[config.mk]
export PLATFORM = sky130hd
export DESIGN_NAME = systolic_mac_pe
export DESIGN_NICKNAME = d
export VERILOG_FILES = /design/src/rtl/systolic_mac_pe_pkg.sv /design/src/rtl/systolic_mac_pe_mac_unit.sv /design/src/rtl/systolic_mac_pe.sv
export SDC_FILE = /design/constraint.sdc
export NUM_CORES = 1
export LEC_CHECK = 0
export BUFFER_PORTS_ARGS = -buffer_cell sky130_fd_sc_hd__buf_2
export CAP_MARGIN = 20
export CORE_MARGIN = 1
export CORE_UTILIZATION = 45
export DETAILED_ROUTE_END_ITERATION = 10
export MAX_ROUTING_LAYER = met4
export PLACE_DENSITY_LB_ADDON = 0.12
export SETUP_SLACK_MARGIN = 0.02
export SLEW_MARGIN = 25
export SYNTH_ARGS = -nofsm -noshare
export SYNTH_HDL_FRONTEND = slang
export SYNTH_SLANG_ARGS = --single-unit
[constraint.sdc]
create_clock -name clk -period 18.1 [get_ports clk]
set_input_delay 3.62 -clock clk [delete_from_list [all_inputs] [get_ports clk]]
set_output_delay 3.62 -clock clk [all_outputs]
set_load 0.01 [all_outputs]
[src/rtl/systolic_mac_pe_pkg.sv]
// Shared types and helpers for the systolic processing element.
// Latency: n/a (types, constants and a combinational add helper).
// Backpressure: n/a.
package systolic_pkg;

  localparam int DEF_DATA_W = 16;
  localparam int DEF_ACC_W  = 40;
  // Headroom bits above a full-width product in the default accumulator.
  localparam int ACC_GUARD  = DEF_ACC_W - 2*DEF_DATA_W;
  // Widest accumulator the add helper supports (ACC_W must stay below this).
  localparam int ACC_MAX_W  = 64;

  typedef logic [ACC_MAX_W-1:0] acc_max_t;

  typedef enum logic [1:0] {
    ACCUM = 2'd0,
    EMIT  = 2'd1,
    DRAIN = 2'd2
  } pe_state_e;

  // Adds two w-bit values held in the low bits of 64-bit containers.
  // Returns {sum, ovf}: overflow is same-sign overflow for signed operands
  // and carry-out for unsigned ones; with saturate set, the sum is clamped
  // to the representable extreme in the direction of the overflow.
  function automatic logic [ACC_MAX_W:0] acc_add(
    input acc_max_t a,
    input acc_max_t b,
    input int       w,
    input logic     is_signed,
    input logic     saturate
  );
    acc_max_t           mask;
    acc_max_t           x;
    acc_max_t           y;
    acc_max_t           sum;
    acc_max_t           tmp;
    logic [ACC_MAX_W:0] full;
    logic [ACC_MAX_W:0] full_sh;
    logic               sa;
    logic               sb;
    logic               ss;
    logic               carry;
    logic               ovf;
    mask    = (w >= ACC_MAX_W) ? '1 : ((acc_max_t'(1) << w) - acc_max_t'(1));
    x       = a & mask;
    y       = b & mask;
    full    = {1'b0, x} + {1'b0, y};
    sum     = full[ACC_MAX_W-1:0] & mask;
    full_sh = full >> w;
    carry   = full_sh[0];
    tmp     = x >> (w - 1);
    sa      = tmp[0];
    tmp     = y >> (w - 1);
    sb      = tmp[0];
    tmp     = sum >> (w - 1);
    ss      = tmp[0];
    if (is_signed) begin
      ovf = (sa == sb) && (ss != sa);
    end else begin
      ovf = carry;
    end
    if (ovf && saturate) begin
      if (!is_signed) begin
        sum = mask;
      end else if (sa) begin
        sum = mask ^ (mask >> 1);
      end else begin
        sum = mask >> 1;
      end
    end
    return {sum, ovf};
  endfunction

endpackage

[src/rtl/systolic_mac_pe_mac_unit.sv]
// Two-stage multiply-accumulate: product register, then extend-and-add.
// Latency: an operand pair shows up in the accumulator 2 cycles after it is presented.
// Backpressure: none; accepts a pair every cycle, clears override the add.
module pe_mac_unit
  import systolic_pkg::*;
#(
  parameter int DATA_W   = DEF_DATA_W,
  parameter int ACC_W    = DEF_ACC_W,
  parameter int SIGNED   = 1,
  parameter int SATURATE = 1
) (
  input  logic              clk,
  input  logic              reset,
  input  logic [DATA_W-1:0] i_a,
  input  logic [DATA_W-1:0] i_b,
  input  logic              i_pair_vld,
  input  logic              i_acc_clear,
  input  logic              i_emit_clr,
  output logic [ACC_W-1:0]  o_acc,
  output logic              o_prod_v,
  output logic              o_sat
);

  logic [2*DATA_W-1:0]        w_prod;
  logic [2*DATA_W-1:0]        r_prod;
  logic                       r_prod_v;
  logic [ACC_W-1:0]           w_ext;
  logic [ACC_W-1:0]           r_acc;
  logic                       r_sat;
  logic [ACC_MAX_W:0]         w_add;
  logic [ACC_W-1:0]           w_sum;
  logic                       w_ovf;
  logic [ACC_MAX_W-ACC_W-1:0] w_unused_hi;

  // Full-width product of the presented pair in the configured signedness.
  always_comb begin
    w_prod = '0;
    if (SIGNED != 0) begin
      w_prod = $signed(i_a) * $signed(i_b);
    end else begin
      w_prod = i_a * i_b;
    end
  end

  // Widen the registered product to accumulator width.
  always_comb begin
    w_ext = '0;
    if (SIGNED != 0) begin
      w_ext = ACC_W'($signed(r_prod));
    end else begin
      w_ext = ACC_W'(r_prod);
    end
  end

  assign w_add       = acc_add(acc_max_t'(r_acc), acc_max_t'(w_ext), ACC_W,
                               (SIGNED != 0), (SATURATE != 0));
  assign w_sum       = w_add[ACC_W:1];
  assign w_ovf       = w_add[0];
  assign w_unused_hi = w_add[ACC_MAX_W:ACC_W+1];

  // Stage 1: capture the product whenever both operands are valid.
  always_ff @(posedge clk) begin
    if (reset) begin
      r_prod   <= '0;
      r_prod_v <= 1'b0;
    end else begin
      r_prod_v <= i_pair_vld;
      if (i_pair_vld) begin
        r_prod <= w_prod;
      end
    end
  end

  // Stage 2: accumulate; a clear wins over the add and drops that product.
  always_ff @(posedge clk) begin
    if (reset) begin
      r_acc <= '0;
      r_sat <= 1'b0;
    end else if (i_acc_clear || i_emit_clr) begin
      r_acc <= '0;
      r_sat <= 1'b0;
    end else if (r_prod_v) begin
      r_acc <= w_sum;
      if (w_ovf) begin
        r_sat <= 1'b1;
      end
    end
  end

  assign o_acc    = r_acc;
  assign o_prod_v = r_prod_v;
  assign o_sat    = r_sat;

endmodule

[src/rtl/systolic_mac_pe.sv]
// Output-stationary systolic PE: operand forwarding, MAC and column drain chain.
// Latency: operands forwarded in 1 cycle; accumulate in 2; drain hop 1 cycle per PE.
// Backpressure: none; a drain request waits (busy_o) until the MAC pipe is empty.
module systolic_mac_pe
  import systolic_pkg::*;
#(
  parameter int DATA_W      = DEF_DATA_W,
  parameter int ACC_W       = 2*DEF_DATA_W + ACC_GUARD,
  parameter int SIGNED      = 1,
  parameter int SATURATE    = 1,
  parameter int DRAIN_DEPTH = 0
) (
  input  logic              clk,
  input  logic              reset,
  input  logic              acc_clear,
  input  logic [DATA_W-1:0] a_i,
  input  logic              a_valid_i,
  input  logic [DATA_W-1:0] b_i,
  input  logic              b_valid_i,
  output logic [DATA_W-1:0] a_o,
  output logic              a_valid_o,
  output logic [DATA_W-1:0] b_o,
  output logic              b_valid_o,
  input  logic              drain_i,
  input  logic [ACC_W-1:0]  drain_d_i,
  input  logic              drain_valid_i,
  output logic [ACC_W-1:0]  drain_d_o,
  output logic              drain_valid_o,
  output logic              busy_o,
  output logic              sat_o
);

  localparam int CNT_W = (DRAIN_DEPTH > 0) ? $clog2(DRAIN_DEPTH + 1) : 1;
  localparam logic [CNT_W-1:0] CNT_LAST = CNT_W'((DRAIN_DEPTH > 0) ? DRAIN_DEPTH - 1 : 0);

  logic [DATA_W-1:0] r_a;
  logic              r_a_vld;
  logic [DATA_W-1:0] r_b;
  logic              r_b_vld;
  logic [ACC_W-1:0]  r_drain_d;
  logic              r_drain_vld;
  logic              r_pending;
  pe_state_e         r_state;
  logic [CNT_W-1:0]  r_cnt;

  logic              w_pair;
  logic              w_mac_clear;
  logic              w_emit;
  logic [ACC_W-1:0]  w_acc;
  logic              w_prod_v;
  logic              w_sat;

  assign w_pair      = a_valid_i & b_valid_i;
  // The accumulator is being handed off while draining, so user clears are dropped.
  assign w_mac_clear = acc_clear & (r_state != DRAIN);
  assign w_emit      = (r_state == EMIT);

  pe_mac_unit #(
    .DATA_W   (DATA_W),
    .ACC_W    (ACC_W),
    .SIGNED   (SIGNED),
    .SATURATE (SATURATE)
  ) u_mac (
    .clk         (clk),
    .reset       (reset),
    .i_a         (a_i),
    .i_b         (b_i),
    .i_pair_vld  (w_pair),
    .i_acc_clear (w_mac_clear),
    .i_emit_clr  (w_emit),
    .o_acc       (w_acc),
    .o_prod_v    (w_prod_v),
    .o_sat       (w_sat)
  );

  // Forward operands east/south every cycle, regardless of valid or state.
  always_ff @(posedge clk) begin
    if (reset) begin
      r_a     <= '0;
      r_a_vld <= 1'b0;
      r_b     <= '0;
      r_b_vld <= 1'b0;
    end else begin
      r_a     <= a_i;
      r_a_vld <= a_valid_i;
      r_b     <= b_i;
      r_b_vld <= b_valid_i;
    end
  end

  // Drain FSM: wait for an empty MAC pipe, emit own result, then relay upstream results.
  always_ff @(posedge clk) begin
    if (reset) begin
      r_state     <= ACCUM;
      r_pending   <= 1'b0;
      r_cnt       <= '0;
      r_drain_d   <= '0;
      r_drain_vld <= 1'b0;
    end else begin
      case (r_state)
        ACCUM: begin
          r_drain_vld <= 1'b0;
          if (r_pending) begin
            // The in-flight product lands this edge; enter EMIT unless a new pair arrives.
            if (!w_pair) begin
              r_state   <= EMIT;
              r_pending <= 1'b0;
            end
          end else if (drain_i) begin
            if (!w_pair && !w_prod_v) begin
              r_state <= EMIT;
            end else begin
              r_pending <= 1'b1;
            end
          end
        end
        EMIT: begin
          r_drain_d   <= w_acc;
          r_drain_vld <= 1'b1;
          r_cnt       <= '0;
          r_state     <= (DRAIN_DEPTH > 0) ? DRAIN : ACCUM;
        end
        DRAIN: begin
          r_drain_d   <= drain_d_i;
          r_drain_vld <= drain_valid_i;
          if (drain_valid_i) begin
            if (r_cnt == CNT_LAST) begin
              r_cnt   <= '0;
              r_state <= ACCUM;
            end else begin
              r_cnt <= r_cnt + 1'b1;
            end
          end
        end
        default: begin
          r_state     <= ACCUM;
          r_drain_vld <= 1'b0;
        end
      endcase
    end
  end

  assign a_o           = r_a;
  assign a_valid_o     = r_a_vld;
  assign b_o           = r_b;
  assign b_valid_o     = r_b_vld;
  assign drain_d_o     = r_drain_d;
  assign drain_valid_o = r_drain_vld;
  assign busy_o        = r_pending | (r_state != ACCUM);
  assign sat_o         = w_sat;

endmodule

### Word-level counts from Yosys, hierarchy flattened

Index checks and enable logic that the tools add are counted.

* add/subtract/negate cells: 2
* eq/ne operators: 10
* reductions and logical operators: 12
* multiply operators: 1
* bitwise operators: 3
* muxes and demuxes: 18

Operator list (number)
* 40-bit 2-to-1 mux: 2
* 40-bit one-hot mux with 2 select lines: 1
* 40-bit adder: 1
* 16-bit by 16-bit multiplier with 32-bit output: 1
* 2-bit 2-to-1 mux: 6
* 3-bit != test (second input constant): 3
* 1-bit 2-to-1 mux: 6
* 2-bit != test (second input constant): 3
* 5-bit AND reduction: 1
* 1-bit one-hot mux with 2 select lines: 2
* 2-bit one-hot mux with 2 select lines: 1
* 2-bit AND reduction: 2
* 2-bit nonzero test: 2
* 1-bit bitwise AND: 2
* 2-bit by 1-bit == test with 1-bit output (second input constant): 1
* 2-bit == test (second input constant): 1
* 1-bit logical AND: 2
* 1-bit zero test: 2
* 2-bit zero test: 1
* 2-bit OR reduction: 1
* 1-bit adder (second input constant): 1
* 1-bit == test: 1
* 1-bit logical OR: 1
* 1-bit != test: 1
* 1-bit OR: 1

* register bits: 153
* input bits: 79
* output and inout port bits: 77

### Longest topological paths before layout

Gate-level depths: netlist of the first run.

* depth in word-level cells: 7
* gate-level depth with buffers: 25

### Hierarchy

A second synthesis of the first run with hierarchy kept.

* cell total of the unflattened synthesis: 1882
* area, all modules: 17152.7 µm²

By module, submodules not included
* pe_mac_unit: area an instance 14610.3 µm², cells each 1668, instances 1
* systolic_mac_pe: area an instance 2542.4 µm², cells each 214, instances 1

### Worst setup path before layout of the first run

OpenSTA, ideal clock, no wires.

* path kind: input -> register
* from: input port b_i[8]
* to: register u_mac.r_prod[31]
* path slack: 9.025 ns
* stages: 20
* arrival time: 8.955 ns
* path through: clkbuf_1 clkbuf_1 nand2_1 fa_1 inv_1 fa_1 fa_1 fa_1 fa_1 inv_1 fa_1 inv_1 ha_1 clkbuf_1 nand4_1 o311a_1 o31ai_1 a31oi_1 xnor2_1 o21ai_1

* word-level cells in the longest chain between the ends: 1

Ends and longest elaborated chain
* start, declared: line systolic_mac_pe.sv:18 `input logic [DATA_W-1:0] b_i,`
* 16-bit by 16-bit multiplier with 32-bit output: line systolic_mac_pe_mac_unit.sv:39 `w_prod = $signed(i_a) * $signed(i_b);`
* end signal, assigned: line systolic_mac_pe_mac_unit.sv:69 `r_prod <= w_prod;`
* end, declared: line systolic_mac_pe_mac_unit.sv:25 `logic [2*DATA_W-1:0] r_prod;`

No other way between the ends.
A chain may end at the register's enable or synchronous reset.

### Final worst setup path of the first run

* from: input port b_i[1]
* to: register u_mac.r_prod[31]

The elaborated chain is that of the path after synthesis.

==> results_dict.tcl, run 1 <==
set metrics [dict create \
    setup_slack_ns 8.76 \
    grt_use_total_pct 22.9 \
    critical_path.most_common_cell "fa_1" \
    ios 156 \
    synth_ff_type "dfxtp_1" \
    ys_types 78 \
    grt_pass1_vias 13300 \
    root_buffer "clkbuf_16" \
    vias 12900 \
    fmax_ghz 0.107 \
    startpoint_type "input port" \
    hp-class "register to register" \
    syn_to_final_growth_pct 8.75 \
    arrival_ns 9.67 \
    totalWireLength_um 40800 \
    dieArea_um2 39100 \
    regArea_um2 3020 \
    rows 71 \
    period_share_pct 51.6 \
    cp.depth 20 \
    insertion_delay_ns 0.45 \
    postCtsSetupRepairBufs 0 \
    placed_area_um2 18200 \
    ys_top_cells_by_area "fa_1 (31%), dfxtp_1 (18%), ha_1 (8.8%), inv_1 (6.5%), and2_1 (4.6%)" \
    drc 0 \
    peakVddDrop_mv 0.238 \
    synth_nets 2374 \
    status "completed" \
    synth.most_common_cell "inv_1" \
    first_pass_iters 4 \
    worstMarginPinSlew_ns 0.887 \
    antenna_cells 0 \
    ant_nets 0 \
    crit_path_top_delay_cell "fa_1" \
    finalHoldViolCount 0 \
    final_util_pct 49.8 \
    hold_depth 2 \
    setup_violations 0 \
    numCtsBuffers 17 \
    grt.overflow.total 0 \
    critPathKind "input port to register" \
    htreeDepth 4 \
    critPathTopFamily "adder cells" \
    met3_usage_pct 2.69 \
    r2r_cells 12 \
    use_met1_pct 30.1 \
    cts_buffer_depth 2 \
    cts_tree "yes" \
    cap_viol_max_count 0 \
    grt_max_degree 66 \
    final_nets 2431 \
    yosysWarnings 0 \
    coreArea_um2 37700 \
    layout-drive-gt1-share_pct 9.85 \
    dpl.hpwl_um 32000 \
    clock-sinks 151 \
    netlist.area_leader.share_pct 30.6 \
    relSlewSlack_pct 40.7 \
    synth-edff-count 0 \
    ctsResizeCount 0 \
    ys_seq_area_share_pct 17.5 \
    cp_max_fo 17 \
    wl_per_cell_um 16.4 \
    endpoint_kind "register" \
    use_met2_pct 37.6 \
    antenna_found_initial 0 \
    cellPowerDensity_nw_per_um2 213 \
    min_period_ns 9.34 \
    synth_top_area_cell "fa_1" \
    cts_hold_buf 0 \
    netlist_instances 1911 \
    fin_setup_tns_ns 0 \
    synthTopCellsByCount "inv_1 (299), fa_1 (263), nand2_1 (197)" \
    synth_area_per_cell_um2 9.02 \
    grt_first_pass_wirelength_um 68100 \
    grt-busiest-layer "met2" \
    rsz0062_at_grt "false" \
    gp_congestion 0.884 \
    slowest_delay_ns 0.95 \
    cp.required_ns 18.43 \
    netlist_area_um2 17200 \
    dp_slack_ns 8.31 \
    final_area_um2 18700 \
    synth-seq-cells 151 \
    clkSlewWorstSetupHoldPaths_ns 0.06 \
    skew_ns 0.0130 \
    maxSlewViolCount 0 \
    critPathBufInv 4 \
    cp_cell_sequence "buf_2 -> nand2_1 -> inv_1 -> fa_1 -> fa_1 -> fa_1 -> fa_1 -> fa_1 -> inv_1 -> fa_1 -> inv_1 -> ha_1 -> a21oi_1 -> o21ai_0 -> or3_1 -> o21ai_0 -> o31ai_1 -> a31oi_1 -> xnor2_1 -> o21ai_1" \
    drt-vias-per-instance 5.17 \
    io_buffer_count 114 \
    drt_iter0_drc 600 \
    nFillCells 3709 \
    die_w_um 198 \
    power_leakage_nw 9.06 \
    initial_core_util_pct 45.8 \
    async_flop_share_pct 0 \
    chipHeight_um 198 \
    multi_input_area_um2 12700 \
]
-- flip-flops by register name, summed over array words and instances (netlist names) --
| register | count |
|---|---|
| drain_d_o | 40 |
| u_mac.o_acc | 40 |
| u_mac.r_prod | 32 |
| a_o | 16 |
| b_o | 16 |
| a_valid_o | 1 |
| b_valid_o | 1 |
| drain_valid_o | 1 |
| r_pending | 1 |
| r_state | 1 |
| u_mac.o_prod_v | 1 |
| u_mac.o_sat | 1 |
-- power by group --
group	internal (W)	switching, W	leakage [nW]
registers	0.000359	0.0000166	1.23
logic	0.00141	0.00186	7.54
clock network	0.000196	0.000159	0.283
-- metal layers --
metal | part of all wire [%] | wire (µm)
met1 | 47 | 19300
met2 | 48 | 19500
met3 | 3.3 | 1340
met4 | 1.6 | 634
met5 | 0 | 0
-- cell families (layout without fill, tap and decap cells) --
logic type,Yosys count,after routing,synth area share (%)
simple gates,562,562,15.8
compound gates,323,323,12.9
fa+ha+maj,384,384,39.3
buf+inv,384,453,8.57
flops,151,151,17.5
mux,44,44,2.56
xor+xnor,63,63,3.20
-- metrics by stage --
step / power [W] / hold WS (ns) / cells
6_report: 0.00400 / 0.469 / 2491
2_1_floorplan: 0.00300 / 0.430 / 1911
3_3_place_gp: 0.00360 / 0.455 / 2460
5_1_grt: 0.00448 / 0.485 / 2491
4_1_cts: 0.00403 / 0.465 / 2491
3_5_place_dp: 0.00365 / 0.457 / 2460
-- placed cells by master (no fill, tap or decap), types with 4 or more instances in the layout --
| cell type | instances |
|---|---|
| a211oi_1 | 13 |
| a21o_1 | 26 |
| a21oi_1 | 104 |
| a21oi_4 | 7 |
| a31oi_1 | 12 |
| and2_1 | 127 |
| and3_1 | 11 |
| buf_2 | 113 |
| buf_4 | 9 |
| clkbuf_16 | 17 |
| dfxtp_1 | 150 |
| fa_1 | 263 |
| ha_1 | 121 |
| inv_1 | 299 |
| inv_6 | 5 |
| mux2i_1 | 43 |
| nand2_1 | 197 |
| nand2b_1 | 14 |
| nand3_1 | 13 |
| nand4_1 | 4 |
| nor2_1 | 122 |
| nor2b_1 | 39 |
| nor3_1 | 8 |
| o211ai_1 | 8 |
| o21a_1 | 7 |
| o21ai_0 | 80 |
| o21ai_1 | 7 |
| o21ai_2 | 5 |
| o21bai_1 | 5 |
| o2bb2ai_4 | 4 |
| o31ai_1 | 6 |
| or3_1 | 5 |
| xnor2_1 | 39 |
| xor2_1 | 24 |
-- tightest hold or removal path: stages (launching register included) --
cell and delay [ns]:
dfxtp_1 0.32, nand2_1 0.06, a21oi_1 0.05
-- final timing paths --
path / endpoint / slack [ns] / start
max: u_mac.r_prod[31]$_SDFFE_PP0P_ / 8.76 / b_i[1]
min: u_mac.r_prod[15]$_SDFFE_PP0P_ / 0.47 / u_mac.r_prod[15]$_SDFFE_PP0P_
max reg2reg: u_mac.o_acc[36]$_SDFFE_PP0P_ / 14.45 / u_mac.r_prod[0]$_SDFFE_PP0P_
min reg2reg: u_mac.r_prod[15]$_SDFFE_PP0P_ / 0.47 / u_mac.r_prod[15]$_SDFFE_PP0P_
-- final cells by class --
| cell class | count | share of cell area [%] |
|---|---|---|
| Tap cell | 511 | 3.41 |
| Clock buffer | 18 | 2.34 |
| Clock inverter | 13 | 0.748 |
| Inverter | 300 | 6.01 |
| Sequential cell | 151 | 16.1 |
| Multi-Input combinational cell | 1376 | 68.0 |
| Timing Repair Buffer | 122 | 3.38 |
Note: power is estimated with default switching activity, not from simulation.
==> run 2: changes to the inputs <==
clock period = 9.7 ns   (was 18.1 ns; I/O delays follow)
==> run 2 against run 1 <==
Total power rose by 86%; cell area barely moved; routed wire length barely moved; first-iteration DRC count fell by 13%; global-route usage rose by 0.25 points.
==> results_dict.tcl, run 2 (synthesis gave the netlist of run 1 again) <==
set metrics [dict create \
    drt_iter0_drc 522 \
    rsz0062_at_grt "false" \
    totalWireLength_um 40800 \
    grt_first_pass_wirelength_um 68900 \
    drt-vias-per-instance 5.15 \
    cts_tree "yes" \
    cp.required_ns 10.04 \
    cp_max_fo 17 \
    cap_viol_max_count 0 \
    antenna_found_initial 0 \
    coreArea_um2 37700 \
    grt_max_degree 67 \
    ant_nets 0 \
    setup_slack_ns 2.07 \
    cts_buffer_depth 2 \
    finalHoldViolCount 0 \
    skew_ns 0.0150 \
    cp_cell_sequence "buf_2 -> nand2_1 -> inv_1 -> fa_1 -> fa_1 -> fa_1 -> fa_1 -> fa_1 -> inv_1 -> fa_1 -> inv_1 -> ha_1 -> a21oi_1 -> o21ai_0 -> or3_1 -> o21ai_0 -> o31ai_1 -> a31oi_1 -> xnor2_1 -> o21ai_1" \
    final_cell_mix "inv_1 (299), fa_1 (263), nand2_1 (197)" \
    initial_core_util_pct 45.8 \
    clock-sinks 151 \
    grt_pass1_vias 13500 \
    die_w_um 198 \
    arrival_ns 7.97 \
    root_buffer "clkbuf_16" \
    worstMarginPinSlew_ns 0.884 \
    chipHeight_um 198 \
    status "completed" \
    nFillCells 3772 \
    min_period_ns 7.63 \
    ios 156 \
    grt.overflow.total 0 \
    dpl.hpwl_um 31900 \
    first_pass_iters 5 \
    final_common_cell "inv_1" \
    antenna_cells 0 \
    cts_hold_buf 0 \
    period_share_pct 78.7 \
    postCtsSetupRepairBufs 0 \
    htreeDepth 4 \
    final_nets 2431 \
    setup_violations 0 \
    grt_use_total_pct 23.2 \
    rows 71 \
    dp_slack_ns 1.61 \
    ctsResizeCount 0 \
    insertion_delay_ns 0.45 \
    vias 12800 \
    io_buffer_count 114 \
    relSlewSlack_pct 40.9 \
    layout-drive-gt1-share_pct 9.89 \
    endpoint_kind "register" \
    critPathKind "input port to register" \
    numCtsBuffers 17 \
    clkSlewWorstSetupHoldPaths_ns 0.06 \
    critPathTopFamily "adder cells" \
    syn_to_final_growth_pct 8.81 \
    hp-class "register to register" \
    gp_congestion 0.880 \
    startpoint_type "input port" \
    fin_setup_tns_ns 0 \
    critical_path.most_common_cell "fa_1" \
    peakVddDrop_mv 0.409 \
    slowest_delay_ns 0.96 \
    wl_per_cell_um 16.4 \
    drc 0 \
    dieArea_um2 39100 \
    cellPowerDensity_nw_per_um2 396 \
    fmax_ghz 0.131 \
    power_leakage_nw 9.06 \
    maxSlewViolCount 0 \
    crit_path_top_delay_cell "fa_1" \
    critPathBufInv 4 \
]
-- run 2: cell count changes in the layout (fill, tap and decap cells not counted) --
cell        delta
clkinv_2       +1
clkinvlp_4     +1
clkbuf_8       +1
clkinv_4       -3
inv_8          +1
-- run 2: worst register-to-register path, delay by kind of cell, from the launching register on --
kind | cells | cell delay [ns]
compound gates | 6 | 1.63
fa+ha+maj | 2 | 0.70
flops | 1 | 0.39
simple gates | 2 | 0.38
mux | 1 | 0.38
buf+inv | 1 | 0.08
-- run 2: metrics by stage --
| stage | hold WS, ns | total power (W) | cells | util (%) | instance area, µm² |
|---|---|---|---|---|---|
| 2_1_floorplan | 0.430 | 0.00559 | 1911 | - | 17200 |
| 3_3_place_gp | 0.454 | 0.00672 | 2460 | 48.2 | 18200 |
| 3_5_place_dp | 0.458 | 0.00680 | 2460 | 48.2 | 18200 |
| 4_1_cts | 0.464 | 0.00752 | 2492 | 49.8 | 18800 |
| 5_1_grt | 0.482 | 0.00843 | 2492 | 49.8 | 18800 |
| 6_report | 0.462 | 0.00743 | 2492 | 49.8 | 18800 |
-- run 2: where the power goes --
group / switching (W) / internal [W] / leakage (nW) / total (W)
clock: 0.000298 / 0.000375 / 0.288 / 0.000673
sequential: 0.0000312 / 0.000671 / 1.23 / 0.000702
combinational: 0.00344 / 0.00262 / 7.54 / 0.00606
-- run 2: path summary, 6_finish.rpt --
path | startpoint | to | slack, ns | depth (start not counted)
max reg2reg | u_mac.r_prod[0]$_SDFFE_PP0P_ | u_mac.o_acc[36]$_SDFFE_PP0P_ | 6.02 | 12
min reg2reg | u_mac.r_prod[14]$_SDFFE_PP0P_ | u_mac.r_prod[14]$_SDFFE_PP0P_ | 0.46 | 2
min | u_mac.r_prod[14]$_SDFFE_PP0P_ | u_mac.r_prod[14]$_SDFFE_PP0P_ | 0.46 | 2
max | b_i[1] | u_mac.r_prod[31]$_SDFFE_PP0P_ | 2.07 | 20
-- run 2: metal layers --
layer / up-vias / GRT usage (%) / share of wire (%)
met5: - / - / 0
met4: 0 / 6.14 / 1.8
met3: 47 / 2.90 / 3.0
met2: 200 / 38.2 / 48
met1: 6383 / 30.2 / 47
li1: 6197 / - / -
-- run 2: cell type report --
type | instances | area (µm²) | area share (%)
multi-input combinational | 1376 | 12700 | 67.9
sequential | 151 | 3020 | 16.1
inverter | 300 | 1130 | 6.01
tap | 511 | 639 | 3.41
timing repair buffer | 122 | 633 | 3.38
clock buffer | 19 | 453 | 2.42
clock inverter | 13 | 138 | 0.734
==> run 3: changes to the inputs <==
clock period = 6.9 ns   (was 9.7 ns; I/O delays follow)
==> run 3 against run 2 <==
Global-route usage rose by 0.50 points; cell count rose by 4.7%; clock skew rose by 0.0028 ns; die area did not move; critical path depth rose by 2; critical endpoint is now u_mac.r_prod[24]$_SDFFE_PP0P_; largest cell class unchanged.
==> results_dict.tcl, run 3 (synthesis gave the netlist of run 1 again) <==
set metrics [dict create \
    status "completed" \
    min-delay-start "u_mac.r_prod[27]$_SDFFE_PP0P_" \
    die_w_um 198 \
    period_share_pct 95.4 \
    use_met2_pct 38.7 \
    grt_pass1_vias 13700 \
    hold_depth 2 \
    cap_viol_max_count 0 \
    rows 71 \
    crit-reg2reg-launch "u_mac.r_prod[0]$_SDFFE_PP0P_" \
    chipHeight_um 198 \
    coreArea_um2 37700 \
    fmax_ghz 0.152 \
    ant_nets 0 \
    endpoint_kind "register" \
    antenna_cells 0 \
    layout-drive-gt1-share_pct 15.0 \
    grt_use_total_pct 23.7 \
    dieArea_um2 39100 \
    cts_buffer_depth 2 \
    reg2reg_slack_ns 3.21 \
    wl_per_cell_um 16.2 \
    drt_iter0_drc 615 \
    clkSlewWorstSetupHoldPaths_ns 0.08 \
    root_buffer "clkbuf_16" \
    insertion_delay_ns 0.46 \
    grt.overflow.total 0 \
    placed_area_um2 19100 \
    rsz0062_at_grt "false" \
    cts_tree "yes" \
    ios 156 \
    final_nets 2548 \
    vias 13200 \
    met3_usage_pct 2.69 \
    r2r_end "u_mac.o_acc[36]$_SDFFE_PP0P_" \
    maxSlewViolCount 0 \
    first_pass_iters 5 \
    final_area_um2 19700 \
    postCtsSetupRepairBufs 0 \
    drc 0 \
    cp-startpoint "b_i[1]" \
    htreeDepth 4 \
    grt-busiest-layer "met2" \
    crit_path_end "u_mac.r_prod[24]$_SDFFE_PP0P_" \
    relSlewSlack_pct 51.5 \
    io_buffer_count 114 \
    gp_congestion 0.872 \
    worstMarginPinSlew_ns 0.727 \
    ctsResizeCount 0 \
    skew_ns 0.0178 \
    critPathKind "input port to register" \
    use_met1_pct 31.7 \
    final_common_cell "inv_1" \
    cp_max_fo 9 \
    setup_violations 0 \
    grt_max_degree 65 \
    dpl.hpwl_um 34400 \
    cp.required_ns 7.25 \
    syn_to_final_growth_pct 14.3 \
    r2r_cells 12 \
    min_period_ns 6.58 \
    hp-class "register to register" \
    startpoint_type "input port" \
    drt-vias-per-instance 5.07 \
    arrival_ns 6.94 \
    numCtsBuffers 17 \
    finalHoldViolCount 0 \
    initial_core_util_pct 45.8 \
    clock-sinks 151 \
    cts_hold_buf 0 \
    totalWireLength_um 42400 \
    antenna_found_initial 1 \
    final_cell_mix "inv_1 (299), fa_1 (263), nand2_1 (197)" \
    grt_first_pass_wirelength_um 70200 \
]
[run 3: cell count changes in the layout (fill, tap and decap cells not counted), moves of 2 or more]
cell and change:
buf_4 +115, clkbuf_8 -2, buf_12 +2, bufinv_16 +2, clkbuf_4 +2, buf_2 -2
[run 3: final cells by class]
class | instances | area, µm²
Clock buffer | 17 | 425
Multi-Input combinational cell | 1376 | 12800
Clock inverter | 15 | 190
Inverter | 300 | 1130
Timing Repair Buffer | 239 | 1540
Sequential cell | 151 | 3020
Fill cell | 3652 | 18000
Tap cell | 511 | 639
[run 3: how the worst min path moves through the flow]
stage,end,slack [ns]
after floorplan,u_mac.r_prod[24]$_SDFFE_PP0P_,0.43
after global placement,u_mac.r_prod[29]$_SDFFE_PP0P_,0.45
after detailed placement,u_mac.r_prod[27]$_SDFFE_PP0P_,0.45
after CTS,u_mac.r_prod[27]$_SDFFE_PP0P_,0.46
after global routing,u_mac.r_prod[29]$_SDFFE_PP0P_,0.48
final,u_mac.r_prod[27]$_SDFFE_PP0P_,0.46
[run 3: worst max-delay path, stage by stage]
cell       delay, ns
clkbuf_4        0.20
and2_1          0.21
fa_1            0.51
fa_1            0.55
ha_1            0.14
inv_1           0.05
fa_1            0.48
inv_1           0.05
fa_1            0.52
inv_1           0.05
fa_1            0.47
inv_1           0.04
ha_1            0.30
a2111oi_2       0.42
a21oi_1         0.16
o221a_2         0.33
a31oi_1         0.23
o21ai_1         0.16
o41ai_2         0.33
buf_4           0.18
xnor2_1         0.11
o21ai_1         0.07
[run 3: metal layers]
metal  vias up  wire length (µm)
met4         0               533
met3        30              1290
met1      6547             20600
met5         -                 0
met2       217             19900
li1       6428                 -
[run 3: per-stage QoR]
step / setup TNS (ns) / setup slack [ns] / cells / hold WS, ns / util [%]
final: 0 / 0.316 / 2609 / 0.462 / 52.3
after global routing: 0 / 0.0205 / 2609 / 0.484 / 52.3
after CTS: 0 / 0.229 / 2609 / 0.465 / 52.2
after detailed placement: -1.16 / -0.251 / 2577 / 0.454 / 50.6
after global placement: -0.885 / -0.237 / 2577 / 0.453 / 50.6
after floorplan: 0 / 0.0646 / 1911 / 0.430 / -
Power of run 3 is left out: the tool's default activity adds up to more than one toggle a clock period on the data nets, which glitch-free logic cannot reach.
